`src/rtl/kmap_lut_engine.sv`:
```
// Multi-channel programmable truth-table evaluator with per-entry don't-care,
// a clear sweep, a registered valid/ready result path and don't-care hit counters.
module kmap_lut_engine #(
  parameter  int NIN   = 4,
  parameter  int NCH   = 2,
  parameter  int CW    = 8,
  localparam int CHW   = (NCH > 1) ? $clog2(NCH) : 1,
  localparam int DEPTH = 1 << NIN
) (
  input  logic              clk,
  input  logic              aresetn,
  input  logic              cfg_we,
  input  logic [CHW-1:0]    cfg_ch,
  input  logic [NIN-1:0]    cfg_addr,
  input  logic [1:0]        cfg_val,
  input  logic              cfg_clear,
  input  logic [1:0]        dc_mode,
  input  logic              cnt_clr,
  input  logic              in_valid,
  output logic              in_ready,
  input  logic [NIN-1:0]    in_vec,
  output logic              out_valid,
  input  logic              out_ready,
  output logic [NCH-1:0]    out,
  output logic [NCH-1:0]    out_dc,
  output logic [NCH*CW-1:0] dc_cnt,
  output logic              busy,
  output logic              dbg_state
);

  // Handshake: a transfer happens on a rising edge where valid && ready; the
  // producer holds its payload stable while valid is high and ready is low.

  typedef enum logic {S_IDLE = 1'b0, S_CLEAR = 1'b1} state_t;

  state_t           r_state, w_state_nxt;
  logic [NIN-1:0]   r_idx, w_idx_nxt;
  logic [DEPTH-1:0] r_val  [NCH];
  logic [DEPTH-1:0] r_care [NCH];
  logic [CW-1:0]    r_cnt  [NCH];
  logic [NCH-1:0]   r_out, r_out_dc;
  logic             r_out_valid;
  logic [NCH-1:0]   w_res, w_dc;
  logic             w_busy, w_accept;

  assign w_busy    = (r_state == S_CLEAR);
  assign busy      = w_busy;
  assign dbg_state = logic'(r_state);
  assign in_ready  = !w_busy && (!r_out_valid || out_ready);
  assign w_accept  = in_valid && in_ready;
  assign out       = r_out;
  assign out_dc    = r_out_dc;
  assign out_valid = r_out_valid;

  always_ff @(posedge clk or negedge aresetn) begin
    if (!aresetn) begin
      r_state <= S_IDLE;
      r_idx   <= '0;
    end else begin
      r_state <= w_state_nxt;
      r_idx   <= w_idx_nxt;
    end
  end

  always_comb begin
    w_state_nxt = r_state;
    w_idx_nxt   = r_idx;
    case (r_state)
      S_IDLE: begin
        w_idx_nxt = '0;
        if (cfg_clear) w_state_nxt = S_CLEAR;
      end
      S_CLEAR: begin
        w_idx_nxt = r_idx + 1'b1;
        if (r_idx == NIN'(DEPTH - 1)) w_state_nxt = S_IDLE;
      end
      default: w_state_nxt = S_IDLE;
    endcase
  end

  // The sweep owns the table while busy, so config writes are dropped then.
  // Channel indices past NCH never match any k and are ignored.
  always_ff @(posedge clk or negedge aresetn) begin
    if (!aresetn) begin
      for (int k = 0; k < NCH; k++) begin
        r_val[k]  <= '0;
        r_care[k] <= '0;
      end
    end else begin
      for (int k = 0; k < NCH; k++) begin
        if (w_busy) begin
          r_val[k][r_idx]  <= 1'b0;
          r_care[k][r_idx] <= 1'b0;
        end else if (cfg_we && (cfg_ch == CHW'(k))) begin
          r_val[k][cfg_addr]  <= (cfg_val == 2'b01);
          r_care[k][cfg_addr] <= !cfg_val[1];
        end
      end
    end
  end

  // The output register doubles as each channel's hold value for mode 2.
  always_comb begin
    w_res = '0;
    w_dc  = '0;
    for (int k = 0; k < NCH; k++) begin
      w_dc[k] = !r_care[k][in_vec];
      if (r_care[k][in_vec]) begin
        w_res[k] = r_val[k][in_vec];
      end else begin
        case (dc_mode)
          2'd1:    w_res[k] = 1'b1;
          2'd2:    w_res[k] = r_out[k];
          default: w_res[k] = 1'b0;
        endcase
      end
    end
  end

  always_ff @(posedge clk or negedge aresetn) begin
    if (!aresetn) begin
      r_out       <= '0;
      r_out_dc    <= '0;
      r_out_valid <= 1'b0;
    end else if (w_accept) begin
      r_out       <= w_res;
      r_out_dc    <= w_dc;
      r_out_valid <= 1'b1;
    end else if (out_ready) begin
      r_out_valid <= 1'b0;
    end
  end

  always_ff @(posedge clk or negedge aresetn) begin
    if (!aresetn) begin
      for (int k = 0; k < NCH; k++) r_cnt[k] <= '0;
    end else begin
      for (int k = 0; k < NCH; k++) begin
        if (cnt_clr) begin
          r_cnt[k] <= '0;
        end else if (w_accept && w_dc[k] && (r_cnt[k] != {CW{1'b1}})) begin
          r_cnt[k] <= r_cnt[k] + 1'b1;
        end
      end
    end
  end

  always_comb begin
    dc_cnt = '0;
    for (int k = 0; k < NCH; k++) dc_cnt[k*CW +: CW] = r_cnt[k];
  end

endmodule

```
`config.mk`:
```
export PLATFORM = sky130hd
export DESIGN_NAME = kmap_lut_engine
export DESIGN_NICKNAME = d
export VERILOG_FILES = /design/src/rtl/kmap_lut_engine.sv
export SDC_FILE = /design/constraint.sdc
export NUM_CORES = 1
export LEC_CHECK = 0
export ABC_AREA = 1
export ABC_CLOCK_PERIOD_IN_PS = 1850
export CAP_MARGIN = 20
export CORE_MARGIN = 2
export CORE_UTILIZATION = 50
export DETAILED_ROUTE_END_ITERATION = 8
export PLACE_DENSITY_LB_ADDON = 0.3
export SLEW_MARGIN = 10
export SYNTH_ARGS = -nofsm -noshare
export SYNTH_HDL_FRONTEND = slang
export SYNTH_SLANG_ARGS = --single-unit
```
`constraint.sdc`:
```
create_clock -name clk -period 1.85 [get_ports clk]
set_clock_uncertainty 0.1 [all_clocks]
set_input_delay 0.185 -clock clk [delete_from_list [all_inputs] [get_ports clk]]
set_output_delay 0.185 -clock clk [all_outputs]
set_load 0.005 [all_outputs]
```
==> reports/summary.log, run 1 <==
[worst_setup_path] cells along the critical path buf_4 > buf_4 > clkdlybuf4s50_1
[worst_setup_path] class of the most critical setup path flip-flop to primary output
[die] number of ports placed on the die boundary 44
[worst_setup_path] library cell appearing most often on the critical path sky130_fd_sc_hd__buf_4
[routing] detail-routed net length per standard cell 16.5 um
[global_route] global-route congestion overflow total 0
[layout] Inserted Diodes 0
[worst_hold_path] Min-Delay Path Class input port to async pin
[logic_synthesis] share of Yosys cell area claimed by the top area cell type 42.5%
[worst_setup_path] delay contributed by the slowest stage of the critical path 440 ps
[power_and_ir_drop] switching share of power 40.1%
[clock_network] clock insertion delay at the later pin of the skew report 380 ps
[worst_setup_path] reg-to-reg startpoint busy
[power_and_ir_drop] fraction of power consumed by combinational cells 40.0%
[layout] fraction of final layout cells sized beyond drive strength 1 9.60%
[die] die area 0.0114 mm2
[clock_network] number of buffers created by CTS 9
[global_route] GR Util met2 44.6%
[power_and_ir_drop] internal power consumption 3840 uW
[routing] first-iteration detailed-routing DRC count 557
[worst_setup_path] CP Data Arrival Time 1500 ps
[clock_network] clock transition at the register clock pins on the worst setup and hold paths after CTS 80 ps
[logic_synthesis] async set-or-reset flop fraction in the synthesized netlist 100%
[global_route] antenna violations before repair 0
[clock_network] root buffer selected by CTS sky130_fd_sc_hd__clkbuf_8
[power_and_ir_drop] Net Sw Power 2570 uW
[logic_synthesis] post-synthesis cell area 0.00529 mm2
[die] site row count 37
[layout] count of nets after finishing 823
[power_and_ir_drop] VDD IR max 0.542 mV
[clock_network] clock sink count 90
[routing] Total Wirelength 15500 um
[die] x dimension of the die 107 um
[logic_synthesis] most common flop cell mapped by yosys sky130_fd_sc_hd__dfrtp_1
[timing] Min Clock Period, post-route 1790 ps
[timing] final worst-path cycle share 96.5%
[timing] Worst Setup Slack, final 64.2 ps
[timing] max-slew violation count 0
[global_route] wire length of the first global-routing pass 25300 um
[logic_synthesis] instance count of the mapped netlist 727
[die] starting density of the core 51.3%
[logic_synthesis] most area-hungry cell type in the Yosys netlist sky130_fd_sc_hd__dfrtp_1
[timing] Hold Violations, Final 0
[run] number of maximum-capacitance constraint violations 0
[clock_network] clock tree from TritonCTS done
[global_route] largest net degree at the start of global routing 36
[global_route] met1 usage in global routing 39.4%
[place] final HPWL from detailed placement 11100 um
[worst_setup_path] critical path data required time 1560 ps
[routing] DR vias 5195
[power_and_ir_drop] clock group share of total power 22.3%
[worst_setup_path] startpoint type of the worst setup path flip-flop
[logic_synthesis] ranking of synthesized cells by instance count sky130_fd_sc_hd__nand2_1 (174), sky130_fd_sc_hd__inv_1 (121), sky130_fd_sc_hd__dfrtp_1 (90)
[worst_setup_path] Crit-path slowest cell sky130_fd_sc_hd__clkdlybuf4s50_1
[global_route] routing layer with the top usage in global route met2
[routing] drc violations 0
[die] Chip Height 107 um
[routing] detailed-router iteration count before antenna repair 6
[global_route] grt met3 use 6.93%
[die] Std-Cell Core Area 0.0103 mm2
[worst_setup_path] worst-path maximum fanout 6
[place] setup slack after placement -186 ps
[logic_synthesis] register area share after synthesis 42.5%
[logic_synthesis] post-synthesis register bit count 90
[routing] Vias/cell 5.54
[power_and_ir_drop] power density normalized to cell area 1010 mW/mm2
[routing] remaining antenna violation count 0
[logic_synthesis] mean instance size in the synthesized netlist 7.28 um2
[global_route] total routing resource utilization after global routing 28.6%
[place] DP Area 0.00605 mm2
[outcome] result of the run finished clean
[timing] endpoints failing setup 0
[layout] Final Cell Area 0.00635 mm2
[timing] maximum clock frequency 560 MHz
[place] gpl congestion 1.01
[power_and_ir_drop] Reg power frac 37.6%
[logic_synthesis] cell types with the largest area share after synthesis sky130_fd_sc_hd__dfrtp_1 (43%), sky130_fd_sc_hd__nand2_1 (12%), sky130_fd_sc_hd__inv_1 (8.6%)
[logic_synthesis] distinct cell type count after synthesis 28
[place] count of input and output buffers 43
[clock_network] count of H-tree levels built during CTS 3
[timing] slew at the pin closest to its max-slew limit 909 ps
[worst_setup_path] critical path endpoint category primary output
[global_route] vias in the first global route 5113
[worst_setup_path] Critical Path Start busy
[logic_synthesis] total of warnings raised by yosys 0
[timing] worst slew slack as a fraction of its limit 39.3%
[logic_synthesis] most repeated cell in the gate-level netlist after synthesis sky130_fd_sc_hd__nand2_1
[power_and_ir_drop] Static Leakage 0.00318 uW
[logic_synthesis] nets in the synthesized netlist 753
[layout] signed area change from the synthesized netlist to the final layout 19.9%
[clock_network] maximum buffer depth of the clock tree 2
[layout] fill cell total of the finished layout 927
[logic_synthesis] count of flip-flops with a built-in enable after synthesis 0
worst max-delay path, delay by kind of cell (launching register included):
family / cells / cell delay (ps)
buffers and inverters: 3 / 720
flip-flops: 1 / 390
cell families after synthesis:
family / count (synthesis) / share of synthesized area [%]
AOI/OAI and AO/OA: 123 / 13.0
xor gates and xnor gates: 11 / 1.82
adders and majority gates: 6 / 1.42
buffers and inverters: 151 / 11.7
DFF: 90 / 42.5
and+or+nand+nor: 346 / 29.5
per-stage QoR:
step | total power [uW] | util, % | hold slack [ps] | cells | setup TNS (ps)
after global routing | 6800 | 61.5 | 231 | 938 | -22.3
after CTS | 6320 | 60.9 | 201 | 933 | 0
final | 6400 | 61.5 | 188 | 938 | 0
after floorplan | 3910 | - | -211 | 727 | 0
after detailed placement | 4880 | 58.6 | 54.5 | 915 | -2890
after global placement | 4820 | 58.6 | 50.5 | 915 | -1890
placed cells by master (no fill, tap or decap), drive strengths merged, types with 15 or more instances in the layout:
| cell | Yosys | final |
|---|---|---|
| nand2 | 178 | 178 |
| inv | 124 | 123 |
| dfrtp | 90 | 90 |
| nand3 | 76 | 76 |
| nor2 | 70 | 70 |
| o21ai | 60 | 60 |
| clkdlybuf4s50 | 0 | 41 |
| buf | 21 | 41 |
| o22ai | 37 | 37 |
| nand4 | 20 | 20 |
| a21oi | 15 | 15 |
power groups by stage:
stage | clock, uW | sequential (uW) | combinational (uW)
final | 1430 | 2410 | 2560
after global routing | 1540 | 2440 | 2820
after CTS | 1450 | 2400 | 2460
after detailed placement | 0 | 2440 | 2440
after global placement | 0 | 2440 | 2380
after floorplan | 0 | 2350 | 1560
registers in the layout, indices dropped and copies added, names as in the netlist:
| name | count |
|---|---|
| r_idx | 4 |
| out_dc | 2 |
| out | 2 |
| dc_cnt | 16 |
| out_valid | 1 |
| busy | 1 |
| r_val | 32 |
| r_care | 32 |
cell type report:
type,instances,area (um2),area share (%)
flip-flops and latches,90,2250,35.5
clock buffers,12,155,2.44
repair buffers,84,800,12.6
clock inverters,4,50.0,0.789
multi-input cells,486,2440,38.5
well taps,136,170,2.68
inverters,126,477,7.51
worst paths after layout:
kind / to / slack, ps / depth (start not counted)
min in group clk: out_valid / 280 / 2
worst min register to register: out[1] / 390 / 2
max in group asynchronous: r_val[8] / 930 / 3
worst max register to register: r_care[31] / 120 / 7
worst min-delay path: r_val[19] / 190 / 2
worst max-delay path: busy / 60 / 3
metal layers:
metal,share of wire [%],vias to the layer above
li1,-,2487
met1,43,2418
met5,0,-
met4,2.2,0
met3,8.9,43
met2,46,247
timing repair:
item                                   4_1_cts  5_1_grt
setup buffers                                1        5
hold buffers                                 1        0
setup endpoints to repair                    3       63
endpoints found under the hold margin       39        0
resized for setup                            3        4
pin swaps                                    0        1
Note: power is estimated with default switching activity, not from simulation.
==> run 2: changes to the inputs <==
--- a/config.mk
+++ b/config.mk
@@ -7,11 +7,13 @@
 export LEC_CHECK = 0
 export ABC_AREA = 1
 export ABC_CLOCK_PERIOD_IN_PS = 1850
-export CAP_MARGIN = 20
+export CAP_MARGIN = 10
 export CORE_MARGIN = 2
 export CORE_UTILIZATION = 50
+export CTS_CLUSTER_SIZE = 24
 export DETAILED_ROUTE_END_ITERATION = 8
 export PLACE_DENSITY_LB_ADDON = 0.3
+export SETUP_SLACK_MARGIN = 0.02
 export SLEW_MARGIN = 10
 export SYNTH_ARGS = -nofsm -noshare
 export SYNTH_HDL_FRONTEND = slang
==> reports/summary.log, run 2 (synthesized netlist as in run 1, its figures left out) <==
[outcome] result of the run finished clean
[place] placed cell count 915 [unchanged]
[power_and_ir_drop] Static Leakage 0.00319 uW [+0.17%]
[die] x dimension of the die 107 um [unchanged]
[routing] remaining antenna violation count 0 [unchanged]
[routing] Vias/cell 5.54 [about the same]
[timing] endpoints failing setup 0 [unchanged]
[layout] count of nets after finishing 824 [+0.12%]
[global_route] antenna violations before repair 0 [unchanged]
[worst_setup_path] class of the most critical setup path flip-flop to primary output
[timing] slew at the pin closest to its max-slew limit 905 ps [-4.28 ps]
[global_route] vias in the first global route 5112 [-0.020%]
[clock_network] count of H-tree levels built during CTS 3 [unchanged]
[routing] Total Wirelength 15500 um [+0.39%]
[worst_setup_path] startpoint type of the worst setup path flip-flop
[layout] most common cell after layout, fill and taps aside sky130_fd_sc_hd__nand2_1
[timing] maximum clock frequency 559 MHz [-0.24%]
[routing] first-iteration detailed-routing DRC count 559 [+0.36%]
[worst_hold_path] Min-Delay Path Class input port to async pin
[global_route] total routing resource utilization after global routing 28.6% [unchanged]
[layout] fraction of final layout cells sized beyond drive strength 1 9.71% [+0.11 points]
[die] site row count 37 [unchanged]
[global_route] global-route congestion overflow total 0 [unchanged]
[timing] Min Clock Period, post-route 1790 ps [+4.33 ps]
[worst_setup_path] critical path endpoint category primary output
[clock_network] maximum buffer depth of the clock tree 2 [unchanged]
[die] die area 0.0114 mm2 [unchanged]
[die] starting density of the core 51.3% [unchanged]
[place] gpl congestion 1.01 [unchanged]
[worst_setup_path] critical path data required time 1560 ps [about the same]
[timing] RSZ-0062 raised after global routing no
[clock_network] clock sink count 90 [unchanged]
[power_and_ir_drop] power density normalized to cell area 1010 mW/mm2 [+0.14%]
[timing] worst slew slack as a fraction of its limit 39.6% [+0.29 points]
[timing] summed negative setup slack over all endpoints 0 ps [unchanged]
[die] number of ports placed on the die boundary 44 [unchanged]
[routing] DR vias 5204 [+0.17%]
[layout] Inserted Diodes 0 [unchanged]
[clock_network] clock insertion delay at the later pin of the skew report 380 ps [about the same]
[routing] detailed-router iteration count before antenna repair 7 [+1]
[timing] final worst-path cycle share 96.8% [+0.23 points]
[die] Chip Height 107 um [unchanged]
[layout] number of cells in the finished layout apart from fillers 939 [+0.11%]
[clock_network] root buffer selected by CTS sky130_fd_sc_hd__clkbuf_8
[power_and_ir_drop] VDD IR max 0.539 mV [-0.57%]
[worst_setup_path] worst-path maximum fanout 6 [unchanged]
[die] Std-Cell Core Area 0.0103 mm2 [unchanged]
[place] final HPWL from detailed placement 11100 um [unchanged]
[clock_network] clock transition at the register clock pins on the worst setup and hold paths after CTS 90 ps [about the same]
[clock_network] clock tree from TritonCTS done
[global_route] wire length of the first global-routing pass 25300 um [unchanged]
[routing] drc violations 0 [unchanged]
[place] count of input and output buffers 43 [unchanged]
[layout] signed area change from the synthesized netlist to the final layout 20.0%
[timing] Hold Violations, Final 0 [unchanged]
[routing] detail-routed net length per standard cell 16.5 um [+0.28%]
[clock_network] number of buffers created by CTS 9 [unchanged]
[worst_setup_path] CP Data Arrival Time 1510 ps [about the same]
[timing] max-slew violation count 0 [unchanged]
[run] number of maximum-capacitance constraint violations 0 [unchanged]
[layout] leading cell types in the layout, fill and taps excluded sky130_fd_sc_hd__nand2_1 (174), sky130_fd_sc_hd__inv_1 (120), sky130_fd_sc_hd__dfrtp_1 (90), sky130_fd_sc_hd__nand3_1 (71), sky130_fd_sc_hd__nor2_1 (65)
[global_route] largest net degree at the start of global routing 36 [unchanged]
run 2: cell types whose count changed in the layout (fill, tap and decap cells not counted):
cell                    delta
sky130_fd_sc_hd__buf_4     +1
run 2: per-stage QoR:
stage | utilization (%) | power (uW) | hold WS (ps) | setup WS (ps) | instance area [um2]
finish | 61.5 | 6420 | 187 | 59.9 | 6350
global route | 61.5 | 6800 | 231 | 8.24 | 6350
CTS | 60.9 | 6320 | 201 | 13.3 | 6280
detailed placement | 58.6 | 4880 | 54.5 | -186 | 6050
global placement | 58.6 | 4820 | 50.5 | -128 | 6050
floorplan | - | 3910 | -211 | 249 | 5290
run 2: worst paths after layout:
kind | from | to | slack, ps | cells after the start
setup / recovery | busy | busy | 60 | 3
hold / removal | aresetn | r_val[19] | 190 | 2
setup reg to reg | dc_cnt[0] | dc_cnt[3] | 120 | 7
hold reg to reg | out[1] | out[1] | 390 | 2
max in group asynchronous | aresetn | r_val[8] | 920 | 3
min in group clk | out_ready | out_valid | 290 | 2
run 2: per-layer routing:
metal / global-route usage, % / vias to the layer above / part of all wire, %
met3: 6.93 / 36 / 8.8
met4: 9.46 / 0 / 2.0
met5: 0 / - / 0
met1: 39.4 / 2436 / 43
met2: 44.6 / 233 / 46
li1: - / 2499 / -
run 2: what timing repair did:
| item | in CTS | in global routing |
|---|---|---|
| pin swaps | 0 | 1 |
| setup buffers | 1 | 6 |
| endpoints found under the setup margin | 7 | 72 |
| gates resized for setup | 4 | 3 |
| hold endpoints to repair | 39 | 0 |
| hold buffers | 1 | 0 |
run 2: power breakdown:
group          switching [uW]  internal [uW]
Clock                     745            697
Sequential                200           2210
Combinational            1630            936
run 2: final cells by class:
class                      count  area (um2)
clock buffer                  12         155
clock inverter                 4        50.0
fill                         927        3970
inverter                     126         477
multi-input combinational    486        2440
sequential                    90        2250
tap                          136         170
timing repair buffer          85         807
run 2: worst max-delay path, stage by stage (launching register included):
cell and delay (ps):
sky130_fd_sc_hd__dfrtp_1 400, sky130_fd_sc_hd__buf_4 140, sky130_fd_sc_hd__buf_4 150, sky130_fd_sc_hd__clkdlybuf4s50_1 450
==> run 3: changes to the inputs <==
--- a/config.mk
+++ b/config.mk
@@ -6,7 +6,7 @@
 export NUM_CORES = 1
 export LEC_CHECK = 0
 export ABC_AREA = 1
-export ABC_CLOCK_PERIOD_IN_PS = 1850
+export ABC_CLOCK_PERIOD_IN_PS = 2000
 export CAP_MARGIN = 10
 export CORE_MARGIN = 2
 export CORE_UTILIZATION = 50
==> constraint.sdc (replaced) <==
create_clock -name clk -period 2 [get_ports clk]
set_clock_uncertainty 0.1 [all_clocks]
set_input_delay 0.2 -clock clk [delete_from_list [all_inputs] [get_ports clk]]
set_output_delay 0.2 -clock clk [all_outputs]
set_load 0.005 [all_outputs]
==> reports/summary.log, run 3 (synthesized netlist as in run 1, its figures left out) <==
[power_and_ir_drop] Net Sw Power 2330 uW [-9.6%]
[die] die area 0.0114 mm2 [unchanged]
[layout] signed area change from the synthesized netlist to the final layout 16.4%
[clock_network] root buffer selected by CTS sky130_fd_sc_hd__clkbuf_8
[timing] worst slew slack as a fraction of its limit 40.6% [+0.99 points]
[power_and_ir_drop] internal power consumption 3420 uW [-11%]
[worst_setup_path] critical path endpoint category primary output
[die] Chip Height 107 um [unchanged]
[place] final HPWL from detailed placement 10800 um [-3.5%]
[place] count of input and output buffers 43 [unchanged]
[power_and_ir_drop] Reg power frac 38.8% [+1.3 points]
[routing] detail-routed net length per standard cell 16.0 um [-3.1%]
[global_route] antenna violations before repair 0 [unchanged]
[clock_network] count of H-tree levels built during CTS 3 [unchanged]
[routing] remaining antenna violation count 0 [unchanged]
[power_and_ir_drop] Static Leakage 0.00308 uW [-3.4%]
[worst_setup_path] number of cells on the worst reg-to-reg path 7 [unchanged]
[power_and_ir_drop] clock group share of total power 23.0% [+0.5 points]
[place] DP Area 0.00594 mm2 [-1.9%]
[die] starting density of the core 51.3% [unchanged]
[power_and_ir_drop] fraction of power consumed by combinational cells 38.2% [-1.8 points]
[layout] Inserted Diodes 0 [unchanged]
[routing] detailed-router iteration count before antenna repair 5 [-2]
[worst_setup_path] setup slack of the worst register-to-register path 190 ps [+70 ps]
[clock_network] clock tree from TritonCTS done
[timing] RSZ-0062 raised after global routing no
[die] Std-Cell Core Area 0.0103 mm2 [unchanged]
[timing] Hold Violations, Final 0 [unchanged]
[timing] maximum clock frequency 523 MHz
[routing] first-iteration detailed-routing DRC count 418 [-25%]
[layout] count of nets after finishing 805 [-2.3%]
[timing] Min Clock Period, post-route 1910 ps
[global_route] total routing resource utilization after global routing 27.3% [-1.4 points]
[worst_setup_path] class of the most critical setup path flip-flop to primary output
[global_route] vias in the first global route 5035 [-1.5%]
[worst_setup_path] Reg2Reg Capture Point dc_cnt[5]
[timing] worst slack on hold paths 170 ps [-16.8 ps]
[clock_network] clock insertion delay at the later pin of the skew report 380 ps [about the same]
[power_and_ir_drop] VDD IR max 0.391 mV [-27%]
[outcome] result of the run finished clean
[clock_network] clock sink count 90 [unchanged]
[routing] Vias/cell 5.55 [about the same]
[routing] Total Wirelength 14700 um [-5.1%]
[worst_setup_path] critical path data required time 1700 ps [+140 ps]
[worst_setup_path] worst-path maximum fanout 7 [+1]
[die] site row count 37 [unchanged]
[clock_network] number of buffers created by CTS 9 [unchanged]
[run] number of maximum-capacitance constraint violations 0 [unchanged]
[timing] endpoints failing setup 0 [unchanged]
[worst_setup_path] CP Data Arrival Time 1610 ps [+100 ps]
[routing] DRT met1 WL 6620 um [-0.47%]
[layout] leading cell types in the layout, fill and taps excluded sky130_fd_sc_hd__nand2_1 (174), sky130_fd_sc_hd__inv_1 (121), sky130_fd_sc_hd__dfrtp_1 (89), sky130_fd_sc_hd__nand3_1 (71), sky130_fd_sc_hd__nor2_1 (68)
[power_and_ir_drop] switching share of power 40.5% [+0.34 points]
[clock_network] maximum buffer depth of the clock tree 2 [unchanged]
[global_route] wire length of the first global-routing pass 24400 um [-3.8%]
[routing] wire length on met3 941 um [-31%]
[worst_setup_path] reg-to-reg startpoint dc_cnt[0]
[worst_hold_path] Min-Delay Path Class input port to async pin
[routing] wire length on met2 6800 um [-5.6%]
[timing] slew at the pin closest to its max-slew limit 890 ps [-14.9 ps]
[power_and_ir_drop] power density normalized to cell area 934 mW/mm2 [-7.5%]
[layout] Final Cell Area 0.00616 mm2 [-3.1%]
[global_route] largest net degree at the start of global routing 41 [+14%]
[timing] max-slew violation count 0 [unchanged]
[die] x dimension of the die 107 um [unchanged]
[die] number of ports placed on the die boundary 44 [unchanged]
[routing] DR vias 5102 [-2.0%]
[timing] final worst-path cycle share 95.7%
[global_route] global-route congestion overflow total 0 [unchanged]
[clock_network] clock transition at the register clock pins on the worst setup and hold paths after CTS 100 ps [about the same]
[routing] drc violations 0 [unchanged]
[layout] fill cell total of the finished layout 935 [+0.86%]
[layout] fraction of final layout cells sized beyond drive strength 1 7.27% [-2.4 points]
[place] gpl congestion 0.923 [-8.7%]
[routing] max layer used met4
[layout] most common cell after layout, fill and taps aside sky130_fd_sc_hd__nand2_1
[worst_setup_path] startpoint type of the worst setup path flip-flop
[run 3: cell types whose count changed in the layout (fill, tap and decap cells not counted), sizes merged]
cell,delta
buf,-19
clkbuf,-1
clkdlybuf4s50,+1
clkinvlp,-1
dlygate4sd2,-1
inv,+2
[run 3: critical path, cell delays in order, from the launching register on]
cell,delay (ps)
sky130_fd_sc_hd__dfrtp_2,500
sky130_fd_sc_hd__nor2_1,200
sky130_fd_sc_hd__clkdlybuf4s50_1,530
[run 3: what timing repair did]
action | 4_1_cts | 5_1_grt
setup endpoints to repair | 5 | 5
gates resized for setup | 1 | 2
setup buffers | 0 | 0
endpoints found under the hold margin | 64 | 0
hold buffers | 1 | 0
cloned | 0 | 0
pin swaps | 0 | 0
[run 3: power by group through the flow]
stage               Combinational, uW  Clock [uW]  Sequential (uW)
global placement                 2090           0             2250
floorplan                        1440           0             2180
global route                     2440        1390             2270
CTS                              2160        1330             2220
detailed placement               2150           0             2260
finish                           2200        1320             2230
[run 3: worst max path at each step]
| stage | from | end | slack, ps | cells past startpoint |
|---|---|---|---|---|
| final | busy | in_ready | 90 | 2 |
| after global routing | busy | in_ready | 40 | 2 |
| after CTS | busy | in_ready | 50 | 2 |
| after detailed placement | cfg_ch | r_care[8] | -70 | 5 |
| after global placement | cfg_ch | r_care[7] | -40 | 5 |
| after floorplan | busy | dc_cnt[6] | 400 | 7 |
[run 3: layout make-up]
type	count	area, um2	share of cell area [%]
sequential	90	2250	36.6
tap	136	170	2.76
multi-input combinational	486	2430	39.4
inverter	126	474	7.70
clock buffer	11	141	2.30
timing repair buffer	66	628	10.2
clock inverter	5	62.6	1.02
[run 3: stage by stage]
step | setup TNS (ps) | total power (uW) | utilization [%] | instances | worst slack [ps]
final | 0 | 5750 | 59.7 | 920 | 86.2
after global routing | 0 | 6100 | 59.7 | 920 | 42.8
after CTS | 0 | 5720 | 59.6 | 920 | 46.5
after detailed placement | -840 | 4410 | 57.5 | 903 | -72.7
after global placement | -346 | 4340 | 57.5 | 903 | -45.0
after floorplan | 0 | 3620 | - | 727 | 399
[run 3: metal layers]
metal / GRT usage, % / up-vias
met5: 0 / -
met4: 10.9 / 0
met3: 4.32 / 31
met2: 44.7 / 173
met1: 36.2 / 2449
li1: - / 2449
==> RTL edit (config.mk and constraints of run 2) <==
The parameter `CW` goes from 8 to 7.
--- a/src/rtl/kmap_lut_engine.sv
+++ b/src/rtl/kmap_lut_engine.sv
@@ -3,7 +3,7 @@
 module kmap_lut_engine #(
   parameter  int NIN   = 4,
   parameter  int NCH   = 2,
-  parameter  int CW    = 8,
+  parameter  int CW    = 7,
   localparam int CHW   = (NCH > 1) ? $clog2(NCH) : 1,
   localparam int DEPTH = 1 << NIN
 ) (
Interface: changed (resized dc_cnt); port bits go from 44 to 42. No check against the original RTL was run, so the function may have changed too.
==> RTL edit against run 2 <==
- register-to-register slack worse by 40 ps
- sequential cell count decreased by 2
- area after synthesis fell by 3.1%
- count of clock-buffer cells in the layout is 1 lower
- power is 2.3% lower
- setup slack improved by 15 ps
- design area fell by 3.2%
- routed wire length down 4.1%
- sequential share of layout area is 0.38 points higher
- via count fell by 1.9%
- largest power group unchanged
==> RTL edit: results (changes against run 2) <==
| Metric | Value |
|---|---|
| Outcome | complete, no violations (unchanged) |
| Met2 Resource Use GR | 0.447 (was 0.446) |
| Mean area per synthesized cell | 7.19 um^2 (was 7.28 um^2) |
| Synth unique cells | 31 (was 28) |
| Routed WL per cell | 16.2 um (was 16.5 um) |
| Sw Ratio | 0.396 (was 0.402) |
| Final WL | 14.9 mm (was 15.5 mm) |
| Via density | 5.57 (was 5.54) |
| Post-DP HPWL | 11.2 mm (was 11.1 mm) |
| Gp weighted congestion | 0.992 (was 1.01) |
| Crit-path max cell delay | 370 ps (was 450 ps) |
| Non-clk buf share | 0.122 (was 0.127) |
| Routing usage on met1 | 0.371 (was 0.394) |
| First-pass GRT wire length | 24.6 mm (was 25.3 mm) |
| Register Area | 0.00220 mm^2 (was 0.00225 mm^2) |
| Metal3 WL | 1.20 mm (was 1.37 mm) |
| Inst Count DP | 897 (was 915) |
| Port Buffer Count | 41 (was 43) |
| Synth Area in XOR/XNOR | 0.0102 (was 0.0182) |
| Static Leak | 3.06 nW (was 3.19 nW) |
| Critical-path top delay cell | dfrtp_1 (was clkdlybuf4s50_1) |
| Synth Area in Adders | 0.0146 (was 0.0142) |
| DRT Pass-1 Iters | 5 (was 7) |
| Synthesized area | 0.00513 mm^2 (was 0.00529 mm^2) |
| Synthesized net count | 739 (was 753) |
| Non-clk invs | 131 (was 126) |
| Vias in the first global route | 5,061 (was 5,112) |
| Slew @ Worst Pin | 385 ps (was 905 ps) |
| Sequential power share | 0.370 (was 0.375) |
| Top cell types by occurrence after synthesis | nand2_1, inv_1, dfrtp_1 (unchanged) |
| Clock Network Area Fraction | 0.0346 (was 0.0323) |
| Worst VDD drop | 612 uV (was 539 uV) |
| Overall Global Routing Usage | 0.282 (was 0.286) |
| Largest net degree at the start of global routing | 32 (was 36) |
| Fraction of area in multi-input gates | 0.377 (was 0.384) |
| Crit path max fanout | 14 (was 6) |
| Met2 WL | 6.93 mm (was 7.21 mm) |
| Layout clock buffers | 11 (was 12) |
| Top FF cell, synth | dfrtp_1 (unchanged) |
| Dpl cell area | 0.00586 mm^2 (was 0.00605 mm^2) |
| Multi-input gates | 468 (was 486) |
| Resized Gates After CTS | 2 (was 4) |
| M1 WL | 6.27 mm (was 6.65 mm) |
| Post-synthesis compound-gate area fraction | 0.140 (was 0.130) |
| Layout cells sized above 1 | 0.0995 (was 0.0971) |
| Nets | 805 (was 824) |
-- RTL edit: worst paths after layout --
check,cells past startpoint,from,end,slack [ps]
worst max-delay path,6,busy$_DFF_PN0_,r_val[15]$_DFFE_PN0P_,80
worst max register to register,6,busy$_DFF_PN0_,r_val[15]$_DFFE_PN0P_,80
min in group clk,2,cnt_clr,dc_cnt[6]$_DFFE_PN0P_,300
worst min-delay path,2,aresetn,r_care[1]$_DFFE_PN0P_,170
worst min register to register,2,out[1]$_DFFE_PN0P_,out[1]$_DFFE_PN0P_,410
max in group asynchronous,3,aresetn,dc_cnt[0]$_DFFE_PN0P_,880
-- RTL edit: cells by family (layout without fill, tap and decap cells) --
group,count (synthesis),count (layout)
AOI/OAI and AO/OA,127,127
DFF,88,88
and+or+nand+nor,329,329
adders and majority gates,6,6
xor gates and xnor gates,6,6
buffers and inverters,157,228
